--- src/rtl/tdm_demux.sv ---
// TDM frame demultiplexer: collects NCH serial samples per frame into one wide word.
// Optional even-parity checking on each accepted beat is enabled by defining TDM_DEMUX_PARITY_EN.
module tdm_demux #(
   parameter int W   = 8,
   parameter int NCH = 4
) (
   input  logic             clk,
   input  logic             rst_n,
   input  logic [W-1:0]     d,
   input  logic             d_valid,
   input  logic             frame_start,
`ifdef TDM_DEMUX_PARITY_EN
   input  logic             par,
`endif
   output logic [NCH*W-1:0] z,
   output logic             z_valid,
   output logic             sync_err
);

   localparam int SW = $clog2(NCH);
   localparam logic [SW-1:0] LAST_SLOT = SW'(NCH - 1);

   typedef enum logic {
      HUNT,
      RECV
   } state_t;

   state_t          state;
   logic [SW-1:0]   slot;
   logic [W-1:0]    shadow [NCH];
   logic [NCH*W-1:0] frame_word;
   logic            par_bad;

`ifdef TDM_DEMUX_PARITY_EN
   assign par_bad = ^{d, par};
`else
   assign par_bad = 1'b0;
`endif

   // The last sample bypasses shadow storage so z loads on the same edge that accepts it.
   always_comb begin
      frame_word = '0;
      for (int k = 0; k < NCH - 1; k++) begin
         frame_word[k*W +: W] = shadow[k];
      end
      frame_word[(NCH-1)*W +: W] = d;
   end

   always_ff @(posedge clk or negedge rst_n) begin
      if (!rst_n) begin
         state    <= HUNT;
         slot     <= '0;
         z        <= '0;
         z_valid  <= 1'b0;
         sync_err <= 1'b0;
         for (int k = 0; k < NCH; k++) begin
            shadow[k] <= '0;
         end
      end else begin
         z_valid  <= 1'b0;
         sync_err <= 1'b0;
         if (d_valid) begin
            // A corrupted beat is never stored, even if it claims to start a frame.
            if (par_bad) begin
               sync_err <= 1'b1;
               state    <= HUNT;
               slot     <= '0;
            end else if (frame_start) begin
               if (state == RECV) begin
                  sync_err <= 1'b1;
               end
               shadow[0] <= d;
               slot      <= SW'(1);
               state     <= RECV;
            end else if (state == RECV) begin
               shadow[slot] <= d;
               if (slot == LAST_SLOT) begin
                  z       <= frame_word;
                  z_valid <= 1'b1;
                  state   <= HUNT;
                  slot    <= '0;
               end else begin
                  slot <= slot + SW'(1);
               end
            end
         end
      end
   end

endmodule

--- config.mk ---
export PLATFORM = sky130hd
export DESIGN_NAME = tdm_demux
export DESIGN_NICKNAME = d
export VERILOG_FILES = /design/src/rtl/tdm_demux.sv
export SDC_FILE = /design/constraint.sdc
export NUM_CORES = 1
export LEC_CHECK = 0
export BUFFER_PORTS_ARGS = -buffer_cell sky130_fd_sc_hd__buf_2
export CAP_MARGIN = 5
export CORE_MARGIN = 1
export CORE_UTILIZATION = 49
export CTS_CLUSTER_SIZE = 8
export DETAILED_ROUTE_END_ITERATION = 12
export PLACE_DENSITY = 0.74
export SLEW_MARGIN = 40
export SYNTH_ARGS = -nofsm -noshare
export SYNTH_HDL_FRONTEND = slang
export SYNTH_SLANG_ARGS = --single-unit
--- constraint.sdc ---
create_clock -name clk -period 1.6 [get_ports clk]
set_clock_uncertainty 0.2 [all_clocks]
set_input_delay 0.24 -clock clk [delete_from_list [all_inputs] [get_ports clk]]
set_output_delay 0.24 -clock clk [all_outputs]
set_load 0.05 [all_outputs]
[Word level (Yosys, flattened, before mapping)]
Index checks and enable logic that the tools add are counted.
Word-level totals
  register bits: 69
  bits of input ports: 12
  output and inout port bits: 34
  logic and storage cells: 38
Operators by class
  $add $sub $neg: 1
  order comparisons: 2
  equality and inequality tests: 1
  muxes and demuxes: 18
  bitwise gates (word level): 2
  reduce and logical (&&, ||, !) cells: 5
Operators with widths (count)
  bitwise mux 32 bit: 1
  2-to-1 mux 32 bit: 1
  demux 8 bit (select 2 bit): 1
  2-to-1 mux 8 bit: 2
  2-to-1 mux 1 bit: 10
  2-to-1 mux 2 bit: 3
  AND reduction 4 bit: 1
  greater-or-equal comparator 3 bit, second input constant: 1
  less-than comparator 3 x 1 -> 1 bit, second input constant: 1
  inverter 2 -> 3 bit: 1
  AND reduction 3 bit: 1
  adder 2 x 1 -> 2 bit, second input constant: 1
  equality test 2 bit, second input constant: 1
  AND reduction 2 bit: 1
  nonzero test 2 bit: 1
  logical AND 1 bit: 1
  inverter 1 bit: 1

[Depth between registers and ports, before layout]
  depth after elaboration: 8
  gate-level depth with buffers: 5
  gate-level depth less buffers: 4

[Worst setup path before layout]
Ideal clock, no wire load.
  path kind: reg2reg
  from: register slot[0]
  to: register z[10]
  library setup time: 125 ps
  arrival: 1273 ps
  required time: 1275 ps
  slack: 2 ps
  stages on the path, launching flop included: 5
  buffers on the path: 1
  period minus slack after synthesis: 1598 ps
  cell sequence: dfrtp_1 -> ha_1 -> nand4b_4 -> buf_6 -> mux2_4
Between the ends
  word-level cells in the longest chain between the ends: 2
Ends and longest elaborated chain
  from (decl): RTL line 29  | logic [SW-1:0] slot;
  from (signal assigned): RTL line 83  | slot <= slot + SW'(1);
  equality test 2 bit: RTL line 77  | if (slot == LAST_SLOT) begin
  AND reduction 4 bit (no line)
  to (signal assigned): RTL line 78  | z <= frame_word;
  to (decl): RTL line 15  | output logic [NCH*W-1:0] z,
No other way between the ends.
A chain may end at the register's enable or synchronous reset.

[Worst setup path after layout]
  from: register slot[1]
  to: register z[4]
Same word-level chain as after synthesis.

==> metrics.md <==
| Metric | Value |
|---|---|
| Status | `finished, violations left` |
| Failing checks | `setup timing` |
| Final Hold Fails | `0` |
| Gr busiest metal | `met2` |
| Synth Instances | `163` |
| Rows | `25` |
| Overall die height | `74.3 um` |
| Antenna Cells | `0` |
| Register area share after synthesis | `59.7%` |
| Final core occ | `71.4%` |
| Crit. End Element | `flop` |
| Layout cells sized above 1 | `61.6%` |
| Worst hold-check path type | `input port to flop` |
| Synthesized area | `2560 um^2` |
| Yosys warning total | `0` |
| Worst Setup Path Type | `flop to flop` |
| Post-route ant nets | `0` |
| Synth unique cells | `22` |
| Peak supply drop | `1170 uV` |
| Pin slew with the least headroom to its limit | `558 ps` |
| Highest clock rate | `597 MHz` |
| Met1 Use GR | `28.7%` |
| CP Launch Type | `flop` |
| Pre-CTS WS | `-75.6 ps` |
| TritonCTS clock tree | `done` |
| H-tree depth | `3` |
| # IOs | `46` |
| Leakage | `1.81 nW` |
| Area growth syn-to-layout | `36.1%` |
| Clock latency on the worst-skew pair | `330 ps` |
| Area after DPL | `2930 um^2` |
| Worst-path maximum fanout | `7` |
| Met3 GRT Util | `4.74%` |
| Avg Inst Size Synth | `15.7 um^2` |
| Yosys reg bits | `61` |
| Detailed-route DRC error count | `0` |
| Maxcap violations | `0` |
| Critical Path RT | `1620 ps` |
| Tot Pwr | `0.00741 W` |
| # fillers | `343` |
| Gr usage total | `22.1%` |
| Syn nets | `179` |
| Final non-filler cell area | `3480 um^2` |
| Final setup fails | `41` |
| Unrepaired setup endpoints after global routing | `true` |
| Routed vias/inst | `5.25` |
| Grt met2 use | `33.0%` |
| DRT Wirelength | `5290 um` |
| Input/output buffers | `45` |
| Worst-path clk slew | `70 ps` |
| Iteration-0 DRC Markers | `96` |
| GRT overflow | `0` |
| Minimum clock period | `1680 ps` |
| Arr. time, crit path | `1690 ps` |
| TritonCTS Buffers | `9` |
| R2R Setup Slk | `-80 ps` |
| Dpl hpwl | `3030 um` |
| Die area | `5510 um^2` |
| Largest net degree at the start of global routing | `62` |
| Die X | `74.3 um` |
| Cell Pwr Density | `2130 nW/um^2` |
| Final worst slack | `-75.1 ps` |
| First-pass GRT wire length | `8600 um` |
| Core area | `4880 um^2` |
| Worst slew margin | `62.8%` |
| Final Cycle Share | `105%` |
| Vias in the first global route | `1675` |
| Max Slew Vio Count | `0` |
| Worst hold slack | `10.2 ps` |
| Drt pass-1 iters | `4` |
| Mean routed wirelength per cell | `17.4 um` |
| Root buf cell | `clkbuf_8` |
| Number of antenna violations at the first check in global routing | `0` |
| Initial Util | `52.4%` |
| Routability congestion estimate | `0.730` |
| Clock Path Buffers | `2` |
| Vias post-DR | `1595` |
| NumNets Final | `250` |
| Clock sinks | `61` |
[logic make-up after synthesis]
kind of cell,Yosys count,share of synthesized area (%)
flops,61,59.7
mux,48,25.4
buf+inv,19,3.91
simple gates,18,5.04
compound gates,13,4.06
fa+ha+maj,4,1.96
[layout make-up]
| type | count | area [um^2] | share of cell area [%] |
|---|---|---|---|
| clock inverters | 5 | 77.6 | 2.23 |
| multi-input cells | 83 | 1080 | 31.1 |
| flip-flops and latches | 61 | 1530 | 43.8 |
| inverters | 11 | 46.3 | 1.33 |
| clock buffers | 9 | 124 | 3.56 |
| repair buffers | 68 | 542 | 15.6 |
| well taps | 67 | 83.8 | 2.41 |
[Yosys cell counts (all sizes together)]
| cell | instances | area (um^2) |
|---|---|---|
| dfrtp | 61 | 1530 |
| mux2 | 48 | 649 |
| inv | 11 | 41.3 |
| nand2 | 10 | 37.5 |
| o32ai | 8 | 70.1 |
| buf | 6 | 51.3 |
| ha | 4 | 50.1 |
| nand4b | 4 | 62.6 |
| and3 | 2 | 12.5 |
| clkbuf | 2 | 7.51 |
| a211o | 1 | 8.76 |
| a21o | 1 | 7.51 |
| a21oi | 1 | 5.00 |
| and2 | 1 | 6.26 |
| nor4bb | 1 | 10.0 |
| o21a | 1 | 7.51 |
| o21ai | 1 | 5.00 |
[final timing paths]
path,start,end,depth (start not counted)
worst max-delay path,slot[1]$_DFFE_PN0P_,z[4]$_DFFE_PN0P_,4
worst min-delay path,d[0],frame_word[16]$_DFFE_PN0P_,2
worst max register to register,slot[1]$_DFFE_PN0P_,z[4]$_DFFE_PN0P_,4
worst min register to register,z[0]$_DFFE_PN0P_,z[0]$_DFFE_PN0P_,1
max in group asynchronous,rst_n,z[1]$_DFFE_PN0P_,3
min in group asynchronous,rst_n,z[17]$_DFFE_PN0P_,3
[layer usage]
layer	vias to the layer above	share of wire, %
met4	0	3.9
met2	47	48
met3	18	4.1
met1	808	44
met5	-	0
li1	722	-
[power by group]
part           internal [W]  switching [W]  total (W)
Sequential          0.00221       0.000374    0.00258
Combinational       0.00134        0.00206    0.00339
Clock              0.000854       0.000580    0.00143
Total               0.00440        0.00301    0.00741
[placed cells by master (no fill, tap or decap), drive strengths merged]
| cell | instances |
|---|---|
| inv | 11 |
| a21oi | 1 |
| a21o | 1 |
| buf | 64 |
| ha | 4 |
| o21a | 1 |
| dfrtp | 61 |
| o32ai | 8 |
| a211o | 1 |
| bufbuf | 1 |
| nand2 | 10 |
| dlygate4sd3 | 3 |
| and3 | 2 |
| clkinv | 2 |
| and2 | 1 |
| bufinv | 2 |
| nor4bb | 1 |
| clkinvlp | 1 |
| clkbuf | 9 |
| o21ai | 1 |
| nand4b | 4 |
| mux2 | 48 |
[worst max-delay path, stage by stage (launching register included)]
cell and delay [ps]:
dfrtp_1 410, ha_4 170, nand4b_4 160, bufbuf_16 330, mux2_4 290
[metrics by stage]
stage	instances	TNS, ps
after floorplan	163	0
after global placement	278	-303
after detailed placement	278	-1100
after CTS	304	-1100
after global routing	304	-3670
final	304	-2040
[flip-flops by register name (all words and copies together) (netlist names)]
signal      cells
z              32
frame_word     24
slot            2
state           1
sync_err        1
z_valid         1
[repair_timing]
item                                   4_1_cts  5_1_grt
hold buffers                                 2        1
setup endpoints to repair                   36       56
endpoints found under the hold margin       63        2
buffers inserted                             6        0
resized for setup                           26       11
pin swaps                                    2        5
cloned                                       4        0
Note: power is estimated with default switching activity, not from simulation.
